File: config.mk
export PLATFORM = sky130hd
export DESIGN_NAME = tl_rx_error_report_ctrl_flat
export DESIGN_NICKNAME = d
export VERILOG_FILES = /design/src/rtl/tl_rx_error_report_ctrl_pkg.sv /design/src/rtl/tl_rx_error_report_ctrl_if.sv /design/src/rtl/tl_rx_error_job_fifo.sv /design/src/rtl/tl_rx_error_report_ctrl.sv /design/src/flat_wrapper.sv
export SDC_FILE = /design/constraint.sdc
export NUM_CORES = 1
export LEC_CHECK = 0
export CORE_MARGIN = 2
export CORE_UTILIZATION = 52
export CTS_CLUSTER_DIAMETER = 150
export DETAILED_ROUTE_END_ITERATION = 10
export PLACE_DENSITY_LB_ADDON = 0.05
export SLEW_MARGIN = 10
export SYNTH_ARGS = -nofsm -noshare
export SYNTH_HDL_FRONTEND = slang
export SYNTH_SLANG_ARGS = --single-unit
File: constraint.sdc
create_clock -name i_clk -period 6.5 [get_ports i_clk]
set_clock_uncertainty 0.15 [all_clocks]
set_input_delay 1.3 -clock i_clk [delete_from_list [all_inputs] [get_ports i_clk]]
set_output_delay 1.3 -clock i_clk [all_outputs]
set_load 0.05 [all_outputs]
File: src/rtl/tl_rx_error_report_ctrl_pkg.sv
// Shared definitions for the RX error report controller: error codes, severity
// mapping, PCIe error-message codes and the control part of the job record.
package tl_rx_error_report_ctrl_pkg;

  typedef enum logic [2:0] {
    ERR_NONE      = 3'd0,
    ERR_OVERFLOW  = 3'd1,
    ERR_FC        = 3'd2,
    ERR_MALFORMED = 3'd3,
    ERR_ECRC      = 3'd4,
    ERR_UR        = 3'd5,
    ERR_UNEXP_CPL = 3'd6,
    ERR_POISONED  = 3'd7
  } err_type_e;

  typedef enum logic [1:0] {
    SEV_COR      = 2'd0,
    SEV_NONFATAL = 2'd1,
    SEV_FATAL    = 2'd2
  } sev_e;

  typedef enum logic {
    ST_IDLE = 1'b0,
    ST_REQ  = 1'b1
  } tx_state_e;

  localparam logic [7:0] MSG_ERR_COR      = 8'h30;
  localparam logic [7:0] MSG_ERR_NONFATAL = 8'h31;
  localparam logic [7:0] MSG_ERR_FATAL    = 8'h33;

  // Job record is {is_cpl, msg_code[7:0], req_id, tag}; this is the is_cpl + msg_code part.
  localparam int JOB_CTRL_W = 9;

  function automatic sev_e severity_of(input logic [2:0] err_type);
    case (err_type)
      ERR_OVERFLOW, ERR_FC, ERR_MALFORMED: return SEV_FATAL;
      default:                             return SEV_NONFATAL;
    endcase
  endfunction

  function automatic logic [7:0] msg_code_of(input sev_e sev);
    case (sev)
      SEV_FATAL:    return MSG_ERR_FATAL;
      SEV_NONFATAL: return MSG_ERR_NONFATAL;
      default:      return MSG_ERR_COR;
    endcase
  endfunction

  // Enable vector is ordered {fatal, nonfatal, cor}.
  function automatic logic report_enabled(input sev_e sev, input logic [2:0] en);
    case (sev)
      SEV_FATAL:    return en[2];
      SEV_NONFATAL: return en[1];
      default:      return en[0];
    endcase
  endfunction

endpackage

File: src/rtl/tl_rx_error_report_ctrl_if.sv
// Job handshake between the error report controller (master) and the TX arbiter (slave).
interface tl_rx_error_report_ctrl_if #(
  parameter int RID_W = 16,
  parameter int TAG_W = 10
);
  logic             o_tx_req;
  logic             o_tx_is_cpl;
  logic [7:0]       o_tx_msg_code;
  logic [RID_W-1:0] o_tx_cpl_req_id;
  logic [TAG_W-1:0] o_tx_cpl_tag;
  logic             i_tx_grant;

  modport master (
    output o_tx_req, o_tx_is_cpl, o_tx_msg_code, o_tx_cpl_req_id, o_tx_cpl_tag,
    input  i_tx_grant
  );

  modport slave (
    input  o_tx_req, o_tx_is_cpl, o_tx_msg_code, o_tx_cpl_req_id, o_tx_cpl_tag,
    output i_tx_grant
  );
endinterface

File: src/rtl/tl_rx_error_job_fifo.sv
// Two-write/one-read synchronous job FIFO; write port 1 is only used together with
// write port 0 and lands in the slot after it.
module tl_rx_error_job_fifo #(
  parameter int DEPTH = 4,
  parameter int WIDTH = 35
) (
  input  logic                     i_clk,
  input  logic                     i_n_rst,
  input  logic                     i_wr0_en,
  input  logic [WIDTH-1:0]         i_wr0_data,
  input  logic                     i_wr1_en,
  input  logic [WIDTH-1:0]         i_wr1_data,
  input  logic                     i_rd_en,
  output logic [WIDTH-1:0]         o_rd_data,
  output logic [$clog2(DEPTH):0]   o_count,
  output logic [$clog2(DEPTH):0]   o_free
);
  localparam int AW = $clog2(DEPTH);

  logic [WIDTH-1:0] r_mem [DEPTH];
  logic [AW:0]      r_wptr;
  logic [AW:0]      r_rptr;
  logic [AW:0]      w_wptr_p1;
  logic [AW:0]      w_wr_inc;
  logic             w_full;

  assign w_wptr_p1 = r_wptr + {{AW{1'b0}}, 1'b1};
  assign w_wr_inc  = i_wr1_en ? (AW+1)'(2) : {{AW{1'b0}}, i_wr0_en};
  // The extra pointer bit distinguishes a full queue from an empty one.
  assign w_full    = (r_wptr[AW] != r_rptr[AW]) && (r_wptr[AW-1:0] == r_rptr[AW-1:0]);
  assign o_count   = r_wptr - r_rptr;
  assign o_free    = w_full ? '0 : ((AW+1)'(DEPTH) - o_count);
  assign o_rd_data = r_mem[r_rptr[AW-1:0]];

  always_ff @(posedge i_clk) begin
    if (i_wr0_en) r_mem[r_wptr[AW-1:0]]    <= i_wr0_data;
    if (i_wr1_en) r_mem[w_wptr_p1[AW-1:0]] <= i_wr1_data;
  end

  always_ff @(posedge i_clk or negedge i_n_rst) begin
    if (!i_n_rst) begin
      r_wptr <= '0;
      r_rptr <= '0;
    end else begin
      r_wptr <= r_wptr + w_wr_inc;
      if (i_rd_en) r_rptr <= r_rptr + {{AW{1'b0}}, 1'b1};
    end
  end

endmodule

File: src/rtl/tl_rx_error_report_ctrl.sv
// RX error report controller: severity decode, sticky status, first-error header log,
// job queueing and the req/grant hand-off of error messages and UR completions to TX.
module tl_rx_error_report_ctrl
  import tl_rx_error_report_ctrl_pkg::*;
#(
  parameter int FIFO_DEPTH          = 4,
  parameter int REQUESTER_ID_WIDTH  = 16,
  parameter int REQUESTER_TAG_WIDTH = 10,
  parameter int HDR_LOG_WIDTH       = 128
) (
  input  logic                           i_clk,
  input  logic                           i_n_rst,
  input  logic                           i_error_check,
  input  logic [2:0]                     i_error_type,
  input  logic                           i_nonposted,
  input  logic [REQUESTER_ID_WIDTH-1:0]  i_rx_req_id,
  input  logic [REQUESTER_TAG_WIDTH-1:0] i_rx_req_tag,
  input  logic [HDR_LOG_WIDTH-1:0]       i_hdr_fields,
  input  logic [2:0]                     i_cfg_report_en,
  input  logic [7:0]                     i_status_clr,
  tl_rx_error_report_ctrl_if.master      tx_if,
  output logic [7:0]                     o_err_status,
  output logic [HDR_LOG_WIDTH-1:0]       o_hdr_log,
  output logic                           o_hdr_log_valid
);
  localparam int AW    = $clog2(FIFO_DEPTH);
  localparam int JOB_W = JOB_CTRL_W + REQUESTER_ID_WIDTH + REQUESTER_TAG_WIDTH;

  tx_state_e          r_state;
  tx_state_e          w_state_nxt;
  logic [JOB_W-1:0]   r_job;
  logic [JOB_W-1:0]   w_head;
  logic [JOB_W-1:0]   w_cpl_job;
  logic [JOB_W-1:0]   w_msg_job;
  logic [JOB_W-1:0]   w_wr0_data;
  logic [AW:0]        w_count;
  logic [AW:0]        w_free;
  logic [AW:0]        w_free_eff;
  logic               w_err_valid;
  logic               w_need_cpl;
  logic               w_need_msg;
  logic               w_wr0_en;
  logic               w_wr1_en;
  logic               w_overflow;
  logic               w_pop;
  logic               w_load;
  sev_e               w_sev;
  logic [7:0]         r_status;
  logic [7:0]         w_status_set;
  logic [7:0]         w_status_nxt;
  logic               w_log_clr;
  logic               r_log_valid;
  logic [HDR_LOG_WIDTH-1:0] r_hdr_log;

  assign w_err_valid = i_error_check && (i_error_type != ERR_NONE);
  assign w_sev       = severity_of(i_error_type);
  assign w_need_cpl  = w_err_valid && (i_error_type == ERR_UR) && i_nonposted;
  assign w_need_msg  = w_err_valid && report_enabled(w_sev, i_cfg_report_en);
  assign w_cpl_job   = {1'b1, 8'h00, i_rx_req_id, i_rx_req_tag};
  assign w_msg_job   = {1'b0, msg_code_of(w_sev),
                        {REQUESTER_ID_WIDTH{1'b0}}, {REQUESTER_TAG_WIDTH{1'b0}}};

  // A pop this cycle frees a slot for a same-cycle push; pushes are kept in order,
  // so with one free slot only the first job (the completion, if any) survives.
  assign w_pop      = (r_state == ST_REQ) && tx_if.i_tx_grant;
  assign w_free_eff = w_free + {{AW{1'b0}}, w_pop};
  assign w_wr0_en   = (w_need_cpl || w_need_msg) && (w_free_eff != '0);
  assign w_wr1_en   = w_need_cpl && w_need_msg && (w_free_eff >= (AW+1)'(2));
  assign w_wr0_data = w_need_cpl ? w_cpl_job : w_msg_job;
  assign w_overflow = (w_need_cpl && w_need_msg) ? !w_wr1_en
                                                 : ((w_need_cpl || w_need_msg) && !w_wr0_en);

  tl_rx_error_job_fifo #(
    .DEPTH (FIFO_DEPTH),
    .WIDTH (JOB_W)
  ) u_job_fifo (
    .i_clk      (i_clk),
    .i_n_rst    (i_n_rst),
    .i_wr0_en   (w_wr0_en),
    .i_wr0_data (w_wr0_data),
    .i_wr1_en   (w_wr1_en),
    .i_wr1_data (w_msg_job),
    .i_rd_en    (w_pop),
    .o_rd_data  (w_head),
    .o_count    (w_count),
    .o_free     (w_free)
  );

  always_ff @(posedge i_clk or negedge i_n_rst) begin
    if (!i_n_rst) r_state <= ST_IDLE;
    else          r_state <= w_state_nxt;
  end

  // Granting always returns to IDLE, which leaves one bubble cycle between jobs.
  always_comb begin
    w_state_nxt = r_state;
    w_load      = 1'b0;
    case (r_state)
      ST_IDLE: if (w_count != '0) begin
        w_state_nxt = ST_REQ;
        w_load      = 1'b1;
      end
      ST_REQ:  if (tx_if.i_tx_grant) w_state_nxt = ST_IDLE;
      default: w_state_nxt = ST_IDLE;
    endcase
  end

  always_ff @(posedge i_clk or negedge i_n_rst) begin
    if (!i_n_rst)    r_job <= '0;
    else if (w_load) r_job <= w_head;
    else if (w_pop)  r_job <= '0;
  end

  assign tx_if.o_tx_req        = (r_state == ST_REQ);
  assign tx_if.o_tx_is_cpl     = r_job[JOB_W-1];
  assign tx_if.o_tx_msg_code   = r_job[JOB_W-2 -: 8];
  assign tx_if.o_tx_cpl_req_id = r_job[REQUESTER_TAG_WIDTH +: REQUESTER_ID_WIDTH];
  assign tx_if.o_tx_cpl_tag    = r_job[REQUESTER_TAG_WIDTH-1:0];

  // New set bits win over a same-cycle clear; clearing every error bit also frees the log.
  assign w_status_set = {7'b0, w_overflow} | (w_err_valid ? (8'd1 << i_error_type) : 8'd0);
  assign w_status_nxt = (r_status & ~i_status_clr) | w_status_set;
  assign w_log_clr    = (|i_status_clr[7:1]) && !(|w_status_nxt[7:1]);

  always_ff @(posedge i_clk or negedge i_n_rst) begin
    if (!i_n_rst) begin
      r_status    <= '0;
      r_log_valid <= 1'b0;
      r_hdr_log   <= '0;
    end else begin
      r_status <= w_status_nxt;
      if (w_err_valid && !r_log_valid) begin
        r_log_valid <= 1'b1;
        r_hdr_log   <= i_hdr_fields;
      end else if (w_log_clr) begin
        r_log_valid <= 1'b0;
      end
    end
  end

  assign o_err_status    = r_status;
  assign o_hdr_log       = r_hdr_log;
  assign o_hdr_log_valid = r_log_valid;

endmodule

File: src/flat_wrapper.sv
// flat-port wrapper written by rule: the top's interface ports become plain ports
module tl_rx_error_report_ctrl_flat import tl_rx_error_report_ctrl_pkg::*;
#(
  parameter int FIFO_DEPTH          = 4,
  parameter int REQUESTER_ID_WIDTH  = 16,
  parameter int REQUESTER_TAG_WIDTH = 10,
  parameter int HDR_LOG_WIDTH       = 128
)
  (i_clk, i_n_rst, i_error_check, i_error_type, i_nonposted, i_rx_req_id, i_rx_req_tag, i_hdr_fields, i_cfg_report_en, i_status_clr, o_err_status, o_hdr_log, o_hdr_log_valid, tx_if_o_tx_req, tx_if_o_tx_is_cpl, tx_if_o_tx_msg_code, tx_if_o_tx_cpl_req_id, tx_if_o_tx_cpl_tag, tx_if_i_tx_grant);
  tl_rx_error_report_ctrl_if #(.RID_W((16)), .TAG_W((10))) tx_if_i ();
  input  logic i_clk;
  input  logic i_n_rst;
  input  logic i_error_check;
  input  logic [2:0] i_error_type;
  input  logic i_nonposted;
  input  logic [REQUESTER_ID_WIDTH-1:0] i_rx_req_id;
  input  logic [REQUESTER_TAG_WIDTH-1:0] i_rx_req_tag;
  input  logic [HDR_LOG_WIDTH-1:0] i_hdr_fields;
  input  logic [2:0] i_cfg_report_en;
  input  logic [7:0] i_status_clr;
  output logic [7:0] o_err_status;
  output logic [HDR_LOG_WIDTH-1:0] o_hdr_log;
  output logic o_hdr_log_valid;
  output wire logic [$bits(tx_if_i.o_tx_req)-1:0] tx_if_o_tx_req;
  output wire logic [$bits(tx_if_i.o_tx_is_cpl)-1:0] tx_if_o_tx_is_cpl;
  output wire logic [$bits(tx_if_i.o_tx_msg_code)-1:0] tx_if_o_tx_msg_code;
  output wire logic [$bits(tx_if_i.o_tx_cpl_req_id)-1:0] tx_if_o_tx_cpl_req_id;
  output wire logic [$bits(tx_if_i.o_tx_cpl_tag)-1:0] tx_if_o_tx_cpl_tag;
  input wire logic [$bits(tx_if_i.i_tx_grant)-1:0] tx_if_i_tx_grant;
  assign tx_if_o_tx_req = tx_if_i.o_tx_req;
  assign tx_if_o_tx_is_cpl = tx_if_i.o_tx_is_cpl;
  assign tx_if_o_tx_msg_code = tx_if_i.o_tx_msg_code;
  assign tx_if_o_tx_cpl_req_id = tx_if_i.o_tx_cpl_req_id;
  assign tx_if_o_tx_cpl_tag = tx_if_i.o_tx_cpl_tag;
  assign tx_if_i.i_tx_grant = tx_if_i_tx_grant;
  tl_rx_error_report_ctrl #(.FIFO_DEPTH(FIFO_DEPTH), .REQUESTER_ID_WIDTH(REQUESTER_ID_WIDTH), .REQUESTER_TAG_WIDTH(REQUESTER_TAG_WIDTH), .HDR_LOG_WIDTH(HDR_LOG_WIDTH)) u_core (.i_clk(i_clk), .i_n_rst(i_n_rst), .i_error_check(i_error_check), .i_error_type(i_error_type), .i_nonposted(i_nonposted), .i_rx_req_id(i_rx_req_id), .i_rx_req_tag(i_rx_req_tag), .i_hdr_fields(i_hdr_fields), .i_cfg_report_en(i_cfg_report_en), .i_status_clr(i_status_clr), .tx_if(tx_if_i), .o_err_status(o_err_status), .o_hdr_log(o_hdr_log), .o_hdr_log_valid(o_hdr_log_valid));
endmodule
==> results.md <==
- The number of max-slew violations in the final report is 0.
- The transition time at the pin with the least slew margin is 1.03 ns.
- The width of the chip is 157 um.
- The floorplan die height is 157 um.
- The synthesized area divided by synthesized cell count is 12.6 um^2.
- The core box area is 0.0228 mm^2.
- The final RePlAce weighted congestion is about 0.83.
- After synthesis, the share of flip-flops with an asynchronous set or reset is 59.2%.
- For this run, the leading register cell type out of synthesis is dfrtp_1.
- The largest single stage delay on the critical path is 0.66 ns.
- For this design, the slowest cell found on the critical path is or4_1.
- The total wire length after detailed routing is 33300 um.
- The clock slew seen by the registers of the worst setup and hold paths is ~0.060 ns.
- The number of buffers on the longest clock path is 3.
- The combinational family with the most area after synthesis is multiplexers.
- The mux cell area share after synthesis is 17.5%.
- The capture point of the worst path is u_core.u_job_fifo.r_wptr[1]$_DFF_PN0_.
- The cell area reported after detailed placement is 0.0157 mm^2.
- After synthesis, flip-flops and latches occupy 56.4% of the total area.
- The global-route met1 utilization is between 30% and 40%.
- The switching power of the nets is 4190 uW.
- Subtracting the final worst setup slack from the clock period gives ~4.4 ns.
- dfrtp_1 takes more of the synthesized area than any other cell.
- The sequential cell fraction of total power is 28.5%.
- The post-synthesis simple-gate area fraction is 6.58%.
- The flip-flop and latch count after synthesis is about 290.
- The area share of the largest cell type after synthesis is 35.9%.
- The reg-to-reg endpoint is u_core.u_job_fifo.r_wptr[1]$_DFF_PN0_.
- The CTS sink count is 294.
- In the global route stage, met3 resource usage came out at 4.79%.
- The required time of the critical path is 6.79 ns.
- The ratio of cells with drive above 1 in the final layout is 15.2%.
- With fillers left out, the area of the finished cells amounts to 0.0169 mm^2.
- The area fraction in compound gates after synthesis is 14.2%.
- The remaining design rule violation count is 0.
- The xor and xnor area share after synthesis is 0.361%.
- The design draws 9760 uW.
- The starting density of the core is around 53%.
- The number of buffers added to fix hold violations after cts is 0.
- The number of enable flip-flop cells after synthesis is 8.
- After Yosys synthesis, full adders, half adders and majority gates account for 1.16% of the synthesized area.
- The tool flagged a number of max-cap violations equal to 0.
- The number of gates given a new drive strength after cts is 0.
- The worst-case IR drop observed on VDD is 349 uV.
- The worst setup path is captured at a register.
- Buffers inserted during clock tree synthesis total 34.
- The reg2reg setup slack is around 2.1 ns.
- In this run the worst path has a maximum fanout of 33.
- In this run the tightest slew margin relative to its limit is 31.6%.
- The cell area after synthesis is 0.0121 mm^2.
- The start-to-end type of the worst setup path is register to register.
- The analysis attributes to cell leakage a power of between 0.006 and 0.007 uW.
- Of the total power, the share spent switching nets is 42.9%.
- Setup repair after global routing left no endpoint under its margin.
- The synthesized netlist contains 65 unique library cells.
- The run finished with clean final reports.
- Dividing total power by cell area gives a power density of 576 mW/mm^2.
- The critical path starts at u_core.u_job_fifo.r_rptr[1]$_DFFE_PN0P_.
- Synthesis handed over a netlist of 962 instances.
- Compared with the post-synthesis result, the final layout area differs by 39.8%.
- The part of the power in combinational logic is 50.9%.
- The wire length per cell after detailed routing is 20.6 um.
- For this run the aggregate overflow at the end of global routing stands at 0.
- The number of global-route vias before repair is roughly 9100.
- The total setup violations reported at the end of the flow is 0.
- Internal power comes to roughly 5600 uW.
- The number of standard-cell rows in the floorplan is between 50 and 60.
- After synthesis, the cell types taking the most area are dfrtp_1, dfxtp_1, mux2_2, mux2_1, mux4_2.
- The cell repeated most along the worst path is ha_1.
- The combined global-route utilization of all metal layers is between 20% and 30%.
- The number of DRC markers in iteration 0 is 567.
- The min-delay analysis places its worst path in the category register to register.
- The number of primary I/O pins is 346.
- The startpoint of the worst register-to-register path is u_core.u_job_fifo.r_rptr[1]$_DFFE_PN0P_.
- The hold violation total from the final report came to 0.
- The clock tree synthesis step divided the H-tree into 2 levels.
- The number of I/O port buffers is 340.
- TritonCTS built the clock tree.
- After layout, the worst setup slack is roughly 2.1 ns.
- The first-pass GRT wire length is 51600 um.
- The clock network burns 20.6% of the power.
- The maximum number of pins on one net before global-route repair is 85.
- The number of cells on the worst reg-to-reg path is 13.
- During synthesis, Yosys emitted a total of 0 warnings.
- After legalization and detailed placement, the total HPWL measured 21900 um.
- The clock reaches the later pin of the worst-skew pair after slightly above 0.5 ns.
- The die covers between 0.02 and 0.025 mm^2.
- The met2 usage in global routing is 46.4%.
- The final cycle utilization of the critical path is 68.4%.
- For this run, the post-layout net count is 1462.
- The setup TNS after final layout is 0 ns.
- The ratio of routed vias to standard cells is 5.71.
- Derived from the worst setup path, the maximum achievable clock frequency is 0.225 GHz.
- The cell chosen for the clock root is clkbuf_16.
- The routed via count is 9237.
- The startpoint type of the worst setup path is a register.
- The busiest layer in global routing is met2.
- The number of nets still failing antenna checks after routing is 0.
- 0 antenna diodes ended up in the layout.
- The critical path goes through buf_4 > fa_1 > ha_1 > o21a_1 > ha_1 > or4_1 > a31oi_2 > buf_4 > nor4_1 > ha_1 > inv_1 > fa_1 > inv_1.
- STA puts the critical path data arrival time at 4.74 ns.
- For this run, the detailed router's first-pass iteration total came to 5.
- The initial antenna violation count is 1.
- The post-placement setup slack is about 1.6 ns.
- The number of setup buffers added after CTS is 0.
==> logic make-up (layout without fill, tap and decap cells) <==
kind of cell    Yosys count  in the layout
simple gates            159            159
other cells               1              4
flops                   294            294
xor+xnor                  5              5
buf+inv                 104            444
fa+ha+maj                10             10
compound gates          231            231
mux                     158            158
==> how the worst min path moves through the flow <==
stage	slack, ns	startpoint	to	cells past startpoint
2_1_floorplan	0.27	u_core.u_job_fifo.r_mem[3][34]$_SDFFE_PP0P_	u_core.u_job_fifo.r_mem[3][34]$_SDFFE_PP0P_	1
3_3_place_gp	0.28	u_core.u_job_fifo.r_mem[3][34]$_SDFFE_PP0P_	u_core.u_job_fifo.r_mem[3][34]$_SDFFE_PP0P_	1
3_5_place_dp	0.29	u_core.u_job_fifo.r_mem[0][31]$_SDFFE_PP1P_	u_core.u_job_fifo.r_mem[0][31]$_SDFFE_PP1P_	1
4_1_cts	0.30	u_core.u_job_fifo.r_mem[0][31]$_SDFFE_PP1P_	u_core.u_job_fifo.r_mem[0][31]$_SDFFE_PP1P_	1
5_1_grt	0.32	u_core.u_job_fifo.r_mem[0][34]$_SDFFE_PP0P_	u_core.u_job_fifo.r_mem[0][34]$_SDFFE_PP0P_	2
6_report	0.30	u_core.u_job_fifo.r_mem[0][31]$_SDFFE_PP1P_	u_core.u_job_fifo.r_mem[0][31]$_SDFFE_PP1P_	1
==> metal layers <==
metal  share of wire (%)  vias to the layer above
li1                    -                     4218
met1                  41                     4606
met2                  50                      352
met3                 6.5                       59
met4                 2.3                        2
met5               0.036                        -
==> area by class of cell <==
type / instances / area [um^2]
Multi-Input combinational cell: 567 / 4850
Tap cell: 313 / 392
Fill cell: 1604 / 5830
Clock buffer: 50 / 1080
Timing Repair Buffer: 361 / 3570
Clock inverter: 12 / 141
Inverter: 21 / 78.8
Sequential cell: 294 / 6840
==> synth_stat cells, types with 3 or more instances <==
library cell,count
a21o_1,3
a21oi_1,9
a22o_1,57
a2bb2oi_1,12
a31o_1,22
a32oi_1,14
buf_1,10
buf_2,12
buf_4,5
buf_6,5
clkbuf_1,51
dfrtp_1,174
dfxtp_1,112
edfxtp_1,8
ha_1,8
inv_1,18
mux2_1,61
mux2_2,67
mux4_2,30
nand2_1,67
nand2b_1,3
nand3_1,24
nor2_1,9
nor3_1,24
nor4_1,3
o211ai_1,26
o21ai_0,4
o21ai_1,59
o22ai_1,8
or2_1,5
or3_1,7
or4_1,4
xnor2_1,3
==> cells in the final DEF (no fill, tap or decap), drive strengths merged, types with 5 or more instances in the layout <==
cell type        n
or2              5
a21oi            9
a31o            23
a22o            57
dfxtp          112
edfxtp           8
ha               8
o22ai            8
buf             22
clkbuf          50
a2bb2oi         12
or3              7
mux4            30
clkinv           9
mux2           128
nand3           24
clkdlybuf4s50  339
inv             20
o211ai          26
dfrtp          174
nor3            25
a32oi           14
o21ai           63
nor2            11
nand2           67
==> worst max-delay path, delay by kind of cell (launching register included) <==
kind | cells | cell delay (ns)
DFF | 1 | 0.33
and+or+nand+nor | 2 | 0.73
AOI/OAI and AO/OA | 2 | 0.59
buffers and inverters | 4 | 0.87
adders and majority gates | 5 | 1.72
==> through the flow <==
| step | cells | hold WS (ns) | util, % |
|---|---|---|---|
| 6_report | 1618 | 0.299 | 74.4 |
| 5_1_grt | 1618 | 0.324 | 74.4 |
| 3_3_place_gp | 1556 | 0.281 | 69.1 |
| 4_1_cts | 1618 | 0.303 | 74.4 |
| 2_1_floorplan | 965 | 0.271 | - |
| 3_5_place_dp | 1556 | 0.289 | 69.1 |
==> sequential cells by signal (all words and copies together), names as in the netlist <==
| name | cells |
|---|---|
| u_core.o_hdr_log | 128 |
| u_core.o_hdr_log_valid | 1 |
| u_core.o_err_status | 8 |
| u_core.r_job | 30 |
| u_core.u_job_fifo.r_wptr | 3 |
| u_core.u_job_fifo.r_rptr | 3 |
| u_core.tx_if.o_tx_req | 1 |
| u_core.u_job_fifo.r_mem | 120 |
==> power by group through the flow <==
stage	Clock (uW)	Sequential (uW)	Combinational (uW)
3_3_place_gp	0	2770	4920
6_report	2010	2780	4970
4_1_cts	2050	2780	4990
3_5_place_dp	0	2800	4970
5_1_grt	2120	2850	5240
2_1_floorplan	0	4250	1920
(Power assumes the default switching activity.)
